File: config.mk
export PLATFORM = sky130hd
export DESIGN_NAME = sr_latch_driver
export DESIGN_NICKNAME = d
export VERILOG_FILES = /design/src/rtl/sr_drv_pkg.sv /design/src/rtl/sr_phase_counter.sv /design/src/rtl/sr_latch_driver.sv
export SDC_FILE = /design/constraint.sdc
export NUM_CORES = 1
export LEC_CHECK = 0
export ABC_AREA = 1
export BUFFER_PORTS_ARGS = -buffer_cell sky130_fd_sc_hd__buf_2
export CORE_AREA = 3 3 54 56
export CTS_CLUSTER_DIAMETER = 40
export DETAILED_ROUTE_END_ITERATION = 10
export DIE_AREA = 0 0 57 59
export GPL_ROUTABILITY_DRIVEN = 0
export PLACE_DENSITY_LB_ADDON = 0.25
export SETUP_SLACK_MARGIN = 0.1
export SYNTH_ARGS = -nofsm -noshare
export SYNTH_HDL_FRONTEND = slang
export SYNTH_HIERARCHICAL = 1
export SYNTH_SLANG_ARGS = --single-unit
File: constraint.sdc
create_clock -name clk -period 2.6 [get_ports clk]
set_input_delay 0.26 -clock clk [delete_from_list [all_inputs] [get_ports clk]]
set_output_delay 0.26 -clock clk [all_outputs]
set_load 0.01 [all_outputs]
File: src/rtl/sr_drv_pkg.sv
// rtl/sr_drv_pkg.sv - shared types and defaults for the SR latch write driver
package sr_drv_pkg;

  typedef enum logic [2:0] {
    IDLE  = 3'd0,
    SETUP = 3'd1,
    PULSE = 3'd2,
    HOLD  = 3'd3,
    CHECK = 3'd4
  } state_t;

  localparam int DEF_SETUP_CYC = 1;
  localparam int DEF_PULSE_CYC = 4;
  localparam int DEF_HOLD_CYC  = 1;

  // {s, r, en} for a phase; r is always ~s while driving, so s=r=1 cannot occur
  function automatic logic [2:0] phase_drive(input state_t st, input logic v);
    logic [2:0] d;
    d = 3'b000;
    case (st)
      SETUP, HOLD: d = {v, ~v, 1'b0};
      PULSE:       d = {v, ~v, 1'b1};
      default:     d = 3'b000;
    endcase
    return d;
  endfunction

endpackage

File: src/rtl/sr_phase_counter.sv
// rtl/sr_phase_counter.sv - loadable down-counter timing each latch drive phase
module sr_phase_counter #(
  parameter int CNT_W = 8
) (
  input  logic             clk,
  input  logic             rst,
  input  logic             load,
  input  logic [CNT_W-1:0] load_val,
  input  logic             dec,
  output logic             zero
);

  logic [CNT_W-1:0] cnt;

  always_ff @(posedge clk) begin
    if (rst) begin
      cnt <= '0;
    end else if (load) begin
      cnt <= load_val;
    end else if (dec) begin
      cnt <= cnt - 1'b1;
    end
  end

  assign zero = (cnt == '0);

endmodule

File: src/rtl/sr_latch_driver.sv
// rtl/sr_latch_driver.sv - turns a one-bit write request into a timed s/r/en sequence
module sr_latch_driver
  import sr_drv_pkg::*;
#(
  parameter int SETUP_CYC = DEF_SETUP_CYC,
  parameter int PULSE_CYC = DEF_PULSE_CYC,
  parameter int HOLD_CYC  = DEF_HOLD_CYC,
  parameter int CNT_W     = 8,
  parameter int SKIP_SAME = 0
) (
  input  logic clk,
  input  logic rst,
  input  logic req_valid,
  input  logic req_value,
  output logic req_ready,
  input  logic q_fb,
  output logic s,
  output logic r,
  output logic en,
  output logic done,
  output logic err
);

  if (SETUP_CYC < 1 || PULSE_CYC < 1 || HOLD_CYC < 1 ||
      SETUP_CYC > 2**CNT_W || PULSE_CYC > 2**CNT_W || HOLD_CYC > 2**CNT_W) begin : g_bad_cyc
    $error("sr_latch_driver: phase lengths must be in 1..2**CNT_W");
  end

  localparam logic [CNT_W-1:0] SETUP_LD = CNT_W'(SETUP_CYC - 1);
  localparam logic [CNT_W-1:0] PULSE_LD = CNT_W'(PULSE_CYC - 1);
  localparam logic [CNT_W-1:0] HOLD_LD  = CNT_W'(HOLD_CYC - 1);

  state_t           state, state_n;
  logic             val, val_n;
  logic             shadow, shadow_valid;
  logic             accept;
  logic             cnt_load, cnt_dec, cnt_zero;
  logic [CNT_W-1:0] cnt_load_val;
  logic [2:0]       drive_n;
  logic             err_n;

  assign accept = req_valid && req_ready;

  sr_phase_counter #(.CNT_W(CNT_W)) u_cnt (
    .clk      (clk),
    .rst      (rst),
    .load     (cnt_load),
    .load_val (cnt_load_val),
    .dec      (cnt_dec),
    .zero     (cnt_zero)
  );

  always_comb begin
    state_n      = state;
    val_n        = val;
    cnt_load     = 1'b0;
    cnt_load_val = '0;
    cnt_dec      = 1'b0;
    case (state)
      IDLE: begin
        if (accept) begin
          val_n = req_value;
          if (SKIP_SAME != 0 && shadow_valid && (req_value == shadow)) begin
            state_n = CHECK;
          end else begin
            state_n      = SETUP;
            cnt_load     = 1'b1;
            cnt_load_val = SETUP_LD;
          end
        end
      end
      SETUP: begin
        if (cnt_zero) begin
          state_n      = PULSE;
          cnt_load     = 1'b1;
          cnt_load_val = PULSE_LD;
        end else begin
          cnt_dec = 1'b1;
        end
      end
      PULSE: begin
        if (cnt_zero) begin
          state_n      = HOLD;
          cnt_load     = 1'b1;
          cnt_load_val = HOLD_LD;
        end else begin
          cnt_dec = 1'b1;
        end
      end
      HOLD: begin
        if (cnt_zero) begin
          state_n = CHECK;
        end else begin
          cnt_dec = 1'b1;
        end
      end
      CHECK:   state_n = IDLE;
      default: state_n = IDLE;
    endcase
  end

  // Outputs are decoded from the next state so the registered pins line up with the state
  assign drive_n = phase_drive(state_n, val_n);
  assign err_n   = (state_n == CHECK) && (q_fb != val_n);

  always_ff @(posedge clk) begin
    if (rst) begin
      state        <= IDLE;
      val          <= 1'b0;
      shadow       <= 1'b0;
      shadow_valid <= 1'b0;
      s            <= 1'b0;
      r            <= 1'b0;
      en           <= 1'b0;
      req_ready    <= 1'b1;
      done         <= 1'b0;
      err          <= 1'b0;
    end else begin
      state       <= state_n;
      val         <= val_n;
      {s, r, en}  <= drive_n;
      req_ready   <= (state_n == IDLE);
      done        <= (state_n == CHECK);
      err         <= err_n;
      if (state_n == CHECK) begin
        if (err_n) begin
          shadow_valid <= 1'b0;
        end else begin
          shadow       <= val_n;
          shadow_valid <= 1'b1;
        end
      end
    end
  end

endmodule

==> results.cfg, run 1 <==
[status]
status = finished clean

[synth]
synthFlopType = dfxtp_1
syn_inst = 155
ys_warn_count = 6
post-synth-top-count-cell = nand2_1
yosys-top-cells-count = 25 x nand2_1, 18 x dfxtp_1, 17 x nand3_1
avgSynthCellArea_um2 = 7.18
yosys.area.top_type = dfxtp_1
synth_seq_cells = 18
synth_edf_count = 0
synth_area_leaders = dfxtp_1 32%, nand2_1 8.4%, nand3_1 7.6%
synth.distinct_cells = 30
synth-seq-area-share_pct = 32.4
async_reset_ff_share_pct = 0
synth_area_mm2 = 0.00111
synth_top_area_share_pct = 32.4

[drt]
drt-wirelength-per-cell_um = 10.0
dr.pass1.iters = 5
routed_wl_um = 2040
route.detailed.drc = 0
drt-initial-drc-count = 27
num_vias = 1011
avgViaCountPerCell = 4.98
detail-route-antenna-nets = 0

[setup_path]
critPathCaptureType = flop
ff2ff_path_depth = 16
crit_required_ps = 2810
path_class = reg -> reg
arrival_ps = 2360
start_kind = flop
r2r-end = u_cnt/cnt[4]$_SDFFE_PP0P_
worstPathMaxFanout = 11
reg2reg_slack_ps = 450
r2r-start = u_cnt/cnt[1]$_SDFFE_PP0P_

[timing]
worst_pin_slew_ps = 497
slew_violations = 0
rsz0062_at_grt = false
fmax_mhz = 465
max_slew_margin_pct = 66.7
hold_violations = 0
setup_viol_count_final = 0
period_needed_ps = 2150
fin_crit_sh_pct = 82.7
finalSetupTns_ps = 0
skew_ps = 6.70

[floorplanning]
io_pins = 11
die_h_um = 59
rows = 18
die_area_mm2 = 0.00336
die_w_um = 57
initial_utilization_pct = 44.9
core_area_mm2 = 0.00248

[layout]
instances_no_fill = 203
drive_gt1_share_pct = 28.9
diodes = 0
syn_to_final_growth_pct = 11.5
nets = 181

[clock_tree]
cts_root_buffer = clkbuf_4
htreeDepth = 1
worstSkewPairLatency_ps = 300
cts.sinks = 18
post_cts_resized = 0
cts_tree = yes
cts_buffer_depth = 2
ctsHoldBuffers = 0
path_clk_slew_ps = 110
numCtsBuffers = 3
post-cts-setup-buffer-count = 0

[placement]
numPortBuffers = 10
dp.cells = 199
dp_hpwl_um = 1600

[global_route]
antenna_found_initial = 0
grt_pass1_wl_um = 3550
grt_max_degree = 13
grt_remaining_overflow = 0
grt_usage_pct = 13.3
grt_pass1_vias = 882

[worst_hold_path]
min_path_type = in -> reg
min-delay-start = q_fb
holdPathStages = 4
worstHoldEndpoint = err$_SDFF_PP0_

[run]
max_cap_viol_count = 0

[power_and_ir_drop]
cellLeakagePower_nw = 0.612
pwr_density_cell_mw_per_mm2 = 1170
irDropWorstVdd_v = 0.000700
==> stage by stage <==
stage          power (mW)  hold WS [ps]  setup WS [ps]  util [%]  instance area [um^2]
6_report             1.45           225            449      50.1                  1240
5_1_grt              1.59           220            196      50.1                  1240
4_1_cts              1.45           217            460      50.1                  1240
3_5_place_dp         1.27           519            490      48.6                  1200
3_3_place_gp         1.26           515            548      48.6                  1200
2_1_floorplan        1.14           322            797         -                  1130
==> logic make-up after synthesis <==
logic type / after synthesis / synth area share, %
AND/OR/NAND/NOR: 87 / 43.0
buffers and inverters: 28 / 11.4
flip-flops: 18 / 32.4
adder cells (fa/ha/maj): 2 / 2.25
XOR/XNOR: 1 / 0.788
AO/OA/AOI/OAI: 18 / 9.90
other: 1 / 0.337
==> layer usage <==
layer  vias up  GRT usage [%]  wire length [um]
met5         -              0                 0
met4         0           3.64                13
met3         2           4.14                89
met2        20           24.8              1020
met1       462           14.5               913
li1        527              -                 -
==> layout by cell type (no fill, tap or decap), types with 6 or more instances in the layout <==
master / synthesis / final
nand2_2: 6 / 6
inv_1: 15 / 15
conb_1: 1 / 6
buf_2: 0 / 10
dfxtp_1: 18 / 18
inv_2: 8 / 8
nand2_1: 25 / 25
nor2_1: 15 / 15
o21ai_1: 6 / 6
nand3_1: 17 / 17
==> layout make-up <==
cell class,count,area (um^2)
clock buffers,4,36.3
fillers,268,1240
inverters,25,96.3
multi-input cells,114,644
flip-flops and latches,18,360
well taps,30,37.5
repair buffers,12,65.1
==> critical path, cell delays in order, from the launching register on <==
cell     delay [ps]
dfxtp_1         330
inv_1           110
ha_1            150
nand3_1          70
nor2_1          410
nand2_2         110
inv_2            70
nand2_2          60
nand3_1          90
buf_4           180
inv_1           100
nand2_2          90
inv_2            70
nand2_1          70
nand3_1          70
nand2_1          60
inv_1            30
==> flip-flops by register name (all words and copies together), names as in the netlist <==
| register | count |
|---|---|
| val | 1 |
| en | 1 |
| r | 1 |
| state | 3 |
| err | 1 |
| req_ready | 1 |
| s | 1 |
| done | 1 |
| u_cnt/cnt | 8 |
==> how the worst max path moves through the flow <==
stage	from	cells past startpoint	to	slack (ps)
3_5_place_dp	u_cnt/cnt[1]$_SDFFE_PP0P_	16	u_cnt/cnt[4]$_SDFFE_PP0P_	490
3_3_place_gp	u_cnt/cnt[0]$_SDFFE_PP0P_	16	u_cnt/cnt[4]$_SDFFE_PP0P_	550
4_1_cts	u_cnt/cnt[0]$_SDFFE_PP0P_	16	u_cnt/cnt[4]$_SDFFE_PP0P_	460
5_1_grt	u_cnt/cnt[0]$_SDFFE_PP0P_	16	u_cnt/cnt[4]$_SDFFE_PP0P_	200
6_report	u_cnt/cnt[1]$_SDFFE_PP0P_	16	u_cnt/cnt[4]$_SDFFE_PP0P_	450
2_1_floorplan	u_cnt/cnt[1]$_SDFFE_PP0P_	12	u_cnt/cnt[6]$_SDFFE_PP0P_	800
==> power by group <==
part           internal [mW]  switching, mW  total, mW
clock                 0.0854         0.0903      0.176
combinational          0.315          0.516      0.832
sequential             0.350         0.0915      0.441
total                  0.750          0.698       1.45
Note: power is estimated with default switching activity, not from simulation.
==> run 2, diff against run 1 <==
==> constraint.sdc (replaced) <==
create_clock -name clk -period 2.1 [get_ports clk]
set_input_delay 0.21 -clock clk [delete_from_list [all_inputs] [get_ports clk]]
set_output_delay 0.21 -clock clk [all_outputs]
set_load 0.01 [all_outputs]
==> run 2 against run 1 <==
Against the previous run: sequential power is 24% higher; clock power is 22% higher; utilization is 0.91 points higher; total power is 30% higher; sequential share of layout area is 0.52 points lower; clock skew hardly changed; register-to-register slack worse by 140 ps; non-clock buffer count is 2 higher; wire length is 12% higher; largest cell class unchanged.
==> results.cfg, run 2 (synthesis gave the netlist of run 1 again) <==
[drt]
route.detailed.drc = 0
drt-initial-drc-count = 48
dr.pass1.iters = 4
detail-route-antenna-nets = 0
routed_wl_um = 2290
num_vias = 1009
drt-wirelength-per-cell_um = 11.2
avgViaCountPerCell = 4.92

[timing]
fmax_mhz = 558
worst_pin_slew_ps = 502
setup_viol_count_final = 0
hold_violations = 0
rsz0062_at_grt = false
max_slew_margin_pct = 66.5
fin_crit_sh_pct = 85.3
skew_ps = 6.60
period_needed_ps = 1790
slew_violations = 0
finalSetupTns_ps = 0

[floorplanning]
die_w_um = 57
rows = 18
die_h_um = 59
core_area_mm2 = 0.00248
io_pins = 11
die_area_mm2 = 0.00336
initial_utilization_pct = 44.9

[power_and_ir_drop]
p_total_mw = 1.88
irDropWorstVdd_v = 0.000874
pwr_density_cell_mw_per_mm2 = 1490
cellLeakagePower_nw = 0.623

[placement]
dp_hpwl_um = 1820
numPortBuffers = 10

[clock_tree]
htreeDepth = 1
cts.sinks = 18
worstSkewPairLatency_ps = 300
cts_buffer_depth = 2
cts_tree = yes
path_clk_slew_ps = 100
numCtsBuffers = 3
cts_root_buffer = clkbuf_4

[setup_path]
path_cells = inv_1 -> ha_1 -> nand3_1 -> nor2_4 -> nand2_2 -> inv_2 -> nand2_2 -> nand3_1 -> buf_4 -> nor2_2 -> a22oi_1 -> a21oi_2
arrival_ps = 1980
crit_path_max_incr_delay_ps = 340
critPathSlowestCell = dfxtp_1
path_class = reg -> reg
path_delay_family = simple AND/OR/NAND/NOR gates
worstPathMaxFanout = 10
critPathCaptureType = flop
crit_required_ps = 2290
start_kind = flop
cp.buffers_inverters = 3

[layout]
mostFrequentLayoutCell = nand2_1
top_regs = u_cnt/cnt: 8 flops, state: 3 flops
syn_to_final_growth_pct = 13.5
nets = 183
top_register = u_cnt/cnt
final_cell_mix = 25 x nand2_1, 18 x dfxtp_1, 17 x nand3_1
drive_gt1_share_pct = 30.3
diodes = 0
largest_register_ffs = 8

[global_route]
grt_remaining_overflow = 0
grt_max_degree = 13
grt_usage_pct = 14.8
antenna_found_initial = 0
grt_pass1_vias = 885
grt_pass1_wl_um = 3900

[worst_hold_path]
min_path_type = in -> reg

[status]
status = finished clean

[run]
max_cap_viol_count = 0
==> run 2: cell count changes in the layout (fill, tap and decap cells not counted), sizes merged <==
cell,previous run,this run
buf,12,14
==> run 2: cell type report <==
type | instances | area (um^2)
Fill cell | 256 | 1210
Multi-Input combinational cell | 114 | 652
Sequential cell | 18 | 360
Inverter | 25 | 96.3
Timing Repair Buffer | 14 | 80.1
Tap cell | 30 | 37.5
Clock buffer | 4 | 36.3
==> run 2: worst min-delay path, delay by kind of cell <==
kind                   cells  cell delay [ps]
and+or+nand+nor            1               60
AOI/OAI and AO/OA          1               40
buffers and inverters      2              120
==> run 2: routing by layer <==
| metal | wire length (um) | global-route usage [%] | part of all wire (%) | up-vias |
|---|---|---|---|---|
| met5 | 0 | 0 | 0 | - |
| met2 | 1170 | 25.3 | 51 | 16 |
| met4 | 43 | 5.96 | 1.9 | 0 |
| met3 | 78 | 4.14 | 3.4 | 6 |
| met1 | 995 | 17.7 | 43 | 454 |
| li1 | - | - | - | 533 |
==> run 2: stage by stage <==
stage          instance area [um^2]  util, %  hold slack [ps]  cells  setup slack, ps
2_1_floorplan                  1130        -              272    160              297
3_3_place_gp                   1210     48.9              484    200              334
5_1_grt                        1260     51.0              182    205              104
6_report                       1260     51.0              187    205              308
4_1_cts                        1250     50.4              171    204              206
3_5_place_dp                   1210     48.9              494    200              237
==> run 2: report_power, final <==
| group | total, mW | switching, mW | internal, mW |
|---|---|---|---|
| logic | 1.12 | 0.684 | 0.436 |
| clock network | 0.214 | 0.108 | 0.106 |
| registers | 0.547 | 0.114 | 0.433 |
| total | 1.88 | 0.906 | 0.975 |
==> run 2: worst paths after layout <==
check	startpoint	endpoint	slack [ps]	depth (start not counted)
worst min-delay path	q_fb	err$_SDFF_PP0_	190	4
worst max register to register	u_cnt/cnt[1]$_SDFFE_PP0P_	u_cnt/cnt[6]$_SDFFE_PP0P_	310	12
worst min register to register	val$_SDFF_PP0_	val$_SDFF_PP0_	540	2
worst max-delay path	u_cnt/cnt[1]$_SDFFE_PP0P_	u_cnt/cnt[6]$_SDFFE_PP0P_	310	12
==> run 2: what timing repair did <==
action,4_1_cts,5_1_grt
setup endpoints to repair,0,7
setup buffers,0,1
resized for setup,0,2
hold buffers,0,0
